==> src/rtl/systolic_job_scheduler.sv <==
// Round-robin job scheduler for the 4-PE systolic array: streams one requester's
// weights, biases and activations into the array, then drains the four results.
module systolic_job_scheduler #(
  parameter int unsigned N_REQ = 2,
  parameter int unsigned ACC_W = 16
) (
  input  logic             clk,
  input  logic             rst_n,
  input  logic [N_REQ-1:0] req_valid,
  input  logic [7:0]       req_data0,
  input  logic [7:0]       req_data1,
  output logic [N_REQ-1:0] req_ready,
  output logic [7:0]       arr_data,
  output logic [3:0]       pe_weight_en,
  output logic [3:0]       pe_bias_en,
  output logic [3:0]       pe_acc_en,
  output logic [1:0]       drain_sel,
  input  logic [ACC_W-1:0] arr_acc,
  output logic             res_valid,
  input  logic             res_ready,
  output logic [ACC_W-1:0] res_data,
  output logic             res_id,
  output logic             busy
);

  localparam int unsigned CNT_W     = 3;
  localparam int unsigned N_PE      = 4;
  localparam int unsigned LAST_LOAD = 3;
  localparam int unsigned LAST_COMP = 6;

  typedef enum logic [2:0] {
    S_IDLE,
    S_LOAD_W,
    S_LOAD_B,
    S_COMPUTE,
    S_DRAIN
  } state_e;

  state_e             state_q, state_d;
  logic [CNT_W-1:0]   cnt_q, cnt_d;
  logic               owner_q, owner_d;
  logic               last_q, last_d;

  logic               owner_valid;
  logic               streaming;
  logic               beat;

  // State, beat counter and arbitration history
  always_ff @(posedge clk or negedge rst_n) begin
    if (!rst_n) begin
      state_q <= S_IDLE;
      cnt_q   <= '0;
      owner_q <= 1'b0;
      last_q  <= 1'b1;
    end else begin
      state_q <= state_d;
      cnt_q   <= cnt_d;
      owner_q <= owner_d;
      last_q  <= last_d;
    end
  end

  // Next-state and array control; enables only fire on an accepted beat
  always_comb begin
    state_d      = state_q;
    cnt_d        = cnt_q;
    owner_d      = owner_q;
    last_d       = last_q;
    req_ready    = '0;
    pe_weight_en = '0;
    pe_bias_en   = '0;
    pe_acc_en    = '0;
    drain_sel    = '0;
    res_valid    = 1'b0;
    res_data     = '0;
    res_id       = 1'b0;

    owner_valid = req_valid[owner_q];
    streaming   = (state_q == S_LOAD_W) || (state_q == S_LOAD_B) ||
                  (state_q == S_COMPUTE);
    beat        = streaming && owner_valid;
    arr_data    = owner_q ? req_data1 : req_data0;
    busy        = (state_q != S_IDLE);

    if (streaming) begin
      req_ready[owner_q] = 1'b1;
    end

    unique case (state_q)
      S_IDLE: begin
        if (|req_valid) begin
          // On a tie the requester not served last wins
          owner_d = (&req_valid) ? ~last_q : req_valid[1];
          state_d = S_LOAD_W;
          cnt_d   = '0;
        end
      end

      S_LOAD_W: begin
        if (beat) begin
          pe_weight_en[cnt_q[1:0]] = 1'b1;
          if (cnt_q == CNT_W'(LAST_LOAD)) begin
            state_d = S_LOAD_B;
            cnt_d   = '0;
          end else begin
            cnt_d = cnt_q + CNT_W'(1);
          end
        end
      end

      S_LOAD_B: begin
        if (beat) begin
          pe_bias_en[cnt_q[1:0]] = 1'b1;
          if (cnt_q == CNT_W'(LAST_LOAD)) begin
            state_d = S_COMPUTE;
            cnt_d   = '0;
          end else begin
            cnt_d = cnt_q + CNT_W'(1);
          end
        end
      end

      S_COMPUTE: begin
        if (beat) begin
          // PE i sees activations on beats i..i+3 as the wavefront passes
          for (int i = 0; i < int'(N_PE); i++) begin
            pe_acc_en[i] = (cnt_q >= CNT_W'(i)) && (cnt_q < CNT_W'(i + 4));
          end
          if (cnt_q == CNT_W'(LAST_COMP)) begin
            state_d = S_DRAIN;
            cnt_d   = '0;
          end else begin
            cnt_d = cnt_q + CNT_W'(1);
          end
        end
      end

      S_DRAIN: begin
        drain_sel = cnt_q[1:0];
        res_valid = 1'b1;
        res_data  = arr_acc;
        res_id    = owner_q;
        if (res_ready) begin
          if (cnt_q == CNT_W'(LAST_LOAD)) begin
            last_d  = owner_q;
            state_d = S_IDLE;
            cnt_d   = '0;
          end else begin
            cnt_d = cnt_q + CNT_W'(1);
          end
        end
      end

      default: begin
        state_d = S_IDLE;
        cnt_d   = '0;
      end
    endcase
  end

endmodule

==> config.mk <==
export PLATFORM = sky130hd
export DESIGN_NAME = systolic_job_scheduler
export DESIGN_NICKNAME = d
export VERILOG_FILES = /design/src/rtl/systolic_job_scheduler.sv
export SDC_FILE = /design/constraint.sdc
export NUM_CORES = 1
export LEC_CHECK = 0
export CAP_MARGIN = 0
export CORE_MARGIN = 1.5
export CORE_UTILIZATION = 34
export DETAILED_ROUTE_END_ITERATION = 10
export PLACE_DENSITY = 0.87
export SYNTH_ARGS = -nofsm -noshare
export SYNTH_HDL_FRONTEND = slang
export SYNTH_SLANG_ARGS = --single-unit
export TNS_END_PERCENT = 5
==> constraint.sdc <==
create_clock -name clk -period 2.2 [get_ports clk]
set_input_delay 0.33 -clock clk [delete_from_list [all_inputs] [get_ports clk]]
set_output_delay 0.33 -clock clk [all_outputs]
set_load 0.005 [all_outputs]
==> summary.md <==
| Metric | Value |
|---|---|
| Final instance area | 2030 sq um |
| CTS buffer count | 3 |
| Final Critical Period | about 2.2 ns |
| Net Sw Frac | 0.425 |
| Area leader, netlist | dfrtp_1 |
| Met2 Track Usage GR | 0.352 |
| Arr. time, crit path | 1.82 ns |
| P_int | ~1.3 mW |
| I/O pins | 80 |
| Final setup TNS | 0 ns |
| Main area contributors after synthesis | dfrtp_1 17%, and3_1 11%, mux2_2 8.5% |
| Initial antenna violation count | 0 |
| Syn_area_per_cell | roughly 8.5 sq um |
| GRT Total Usage | 0.197 |
| Die height | between 50 and 60 um |
| Synth Instances | 125 |
| WL/cell | 13.4 um |
| Clock Path Buffers | 2 |
| Startpoint class of the critical path | input port |
| Logic pwr share | 0.810 |
| Most crowded layer after global routing | met2 |
| Pwr Total | 2.22 mW |
| CP endpoint kind | output port |
| Grt met1 use | 0.223 |
| Min Hold Slack | ~0.35 ns |
| Cell variety after synth | slightly above 40 |
| Clock Sinks | 8 |
| Leakage | 0.901 nW |
| Final setup violation count | 0 |
| DR vias/cell | 5.15 |
| Max-cap viol count | 0 |
| DRT iter0 DRCs | 25 |
| Prevailing post-synth register cell | dfrtp_1 |
| Port buffer count | 79 |
| Clk_lat worst skew | 0.26 ns |
| Starting Density | 0.352 |
| # DRC | 0 |
| Number of synthesized flops with an enable pin | 0 |
| Most frequent cell after synthesis | and3_1 |
| Post-DP Area | 1930 sq um |
| Root buffer cell | clkbuf_4 |
| Sequential share of power | 0.134 |
| Vias | 1,257 |
| Synth top cells by count | 19 x and3_1, 8 x and2_1, 8 x mux2_2 |
| Core Area | 3000 sq um |
| Peak VDD IR | between 0.0006 and 0.0007 V |
| Share of cells above drive strength 1 | 0.237 |
| Nets@finish | 255 |
| RSZ-0062 raised after global routing | true |
| DPL Wire Length | 2.65 mm |
| Worst reg-to-reg setup slack | 0.37 ns |
| Number of fill cells | 246 |
| Sequential area share after synthesis | 0.190 |
| Htree depth | 1 |
| Mapped Area | 1060 sq um |
| Hold crit path type | input port to async pin |
| First drt pass iteration count | 5 |
| CTS tree | built |
| Fraction of registers with async set/reset | 1.00 |
| Multi-input gate area | 807 sq um |
| Tightest Pin Transition | 0.375 ns |
| Slew headroom | 0.748 |
| Global-route met3 utilization | 0.0703 |
| Vias in the first global route | 1,281 |
| GPL Wtd Cong | ~0.86 |
| ANT cells | 0 |
| Status | complete, no violations |
| Clock power frac | 0.057 |
| Final antenna-violating net count | 0 |
| FF/Latch Area | 205 sq um |
| Clock slew at reported path FFs | 0.06 ns |
| Final Max Tran Viols | 0 |
| Final Util | 0.675 |
| DRT Wirelength | 3.27 mm |
| Seq cells post-synth | 8 |
| Final period util | 0.978 |
| Net Switching | roughly 940 uW |
| Die footprint | 3460 sq um |
| CP max FO | 4 |
| First-pass GRT wire length | between 5 and 6 mm |
| Synthesis Warnings | 0 |
| WS Path Type | input port to output port |
| Reg2Reg Depth | 6 |
| Layout Skew | approximately 0.012 ns |
| P&R area growth vs syn | 91.6% |
| Remaining Overflow, GRT | 0 |
| Power per Cell Area | 1100 nW/um^2 |
| Final hold viol count | 0 |
| Largest net degree at the start of global routing | 36 |
| Row count | 20 |
| Max Fclk | 465 MHz |
| Synth Net Count | roughly 170 |
| CP required | 1.87 ns |
| Top cell type's share of synthesized area | 0.165 |
| # hold bufs at CTS | 0 |
| Chip width | roughly 60 um |
==> critical path: stages <==
cell and delay [ns]:
clkdlybuf4s50_1 0.52, mux2i_2 0.13, nor3_2 0.17, and2_1 0.17, clkdlybuf4s50_1 0.50
==> through the flow <==
stage	cells	setup slack, ns
finish	244	0.0491
global route	244	-0.0502
CTS	243	-0.0210
detailed placement	239	-0.137
global placement	239	-0.118
floorplan	125	0.561
==> power by group through the flow <==
| stage | combinational [mW] | sequential, mW | clock [mW] |
|---|---|---|---|
| after floorplan | 1.09 | 0.245 | 0 |
| after global placement | 1.66 | 0.292 | 0 |
| after detailed placement | 1.69 | 0.295 | 0 |
| after CTS | 1.72 | 0.298 | 0.125 |
| after global routing | 1.97 | 0.304 | 0.138 |
| final | 1.80 | 0.298 | 0.126 |
==> area by class of cell <==
class	count	area share
clock buffer	4	0.0130
inverter	7	0.0130
multi-input combinational	97	0.398
sequential	8	0.101
tap	33	0.0204
timing repair buffer	95	0.455
==> state kept, by name, indices dropped and copies added (netlist names) <==
| register | flops |
|---|---|
| state_q | 3 |
| last_q | 1 |
| cnt_q | 3 |
| owner_q | 1 |
==> final timing paths <==
check | start | end
max | req_valid[0] | pe_weight_en[2]
min | rst_n | state_q[2]
max reg2reg | cnt_q[1] | state_q[1]
min reg2reg | cnt_q[2] | cnt_q[2]
max in group asynchronous | rst_n | last_q
min in group clk | cnt_q[2] | cnt_q[2]
==> cell families (layout without fill, tap and decap cells) <==
kind of cell | after synthesis | count (layout) | share of synthesized area
buffers and inverters | 20 | 106 | 0.0898
and+or+nand+nor | 60 | 60 | 0.335
muxes | 13 | 13 | 0.148
adders and majority gates | 6 | 6 | 0.0709
AOI/OAI and AO/OA | 17 | 17 | 0.158
xor gates and xnor gates | 1 | 1 | 0.00828
DFF | 8 | 8 | 0.190
==> timing repair <==
| action | 4_1_cts | 5_1_grt |
|---|---|---|
| gates resized for setup | 7 | 10 |
| gates cloned | 0 | 0 |
| setup endpoints to repair | 24 | 31 |
| buffers inserted | 0 | 1 |
| pin swaps | 1 | 2 |
==> routing by layer <==
| metal | routed length, um | share of wire |
|---|---|---|
| met1 | 1280 | 0.39 |
| met2 | 1670 | 0.51 |
| met3 | 285 | 0.087 |
| met4 | 34 | 0.010 |
| met5 | 0 | 0 |
==> cell usage in the layout (no fill, tap or decap), types with 3 or more instances in the layout <==
cell type         n
mux2_4            3
inv_1             6
dfrtp_2           3
mux2_2            8
nand2_1           3
clkdlybuf4s50_1  76
ha_1              6
buf_4            14
and2_1            7
dfrtp_1           4
and3_1           19
nand2b_1          3
nor3_1            4
nor3_2            4
nor2_1            5
a21oi_1           3
clkbuf_4          3
Power figures use the tool's default switching activity.
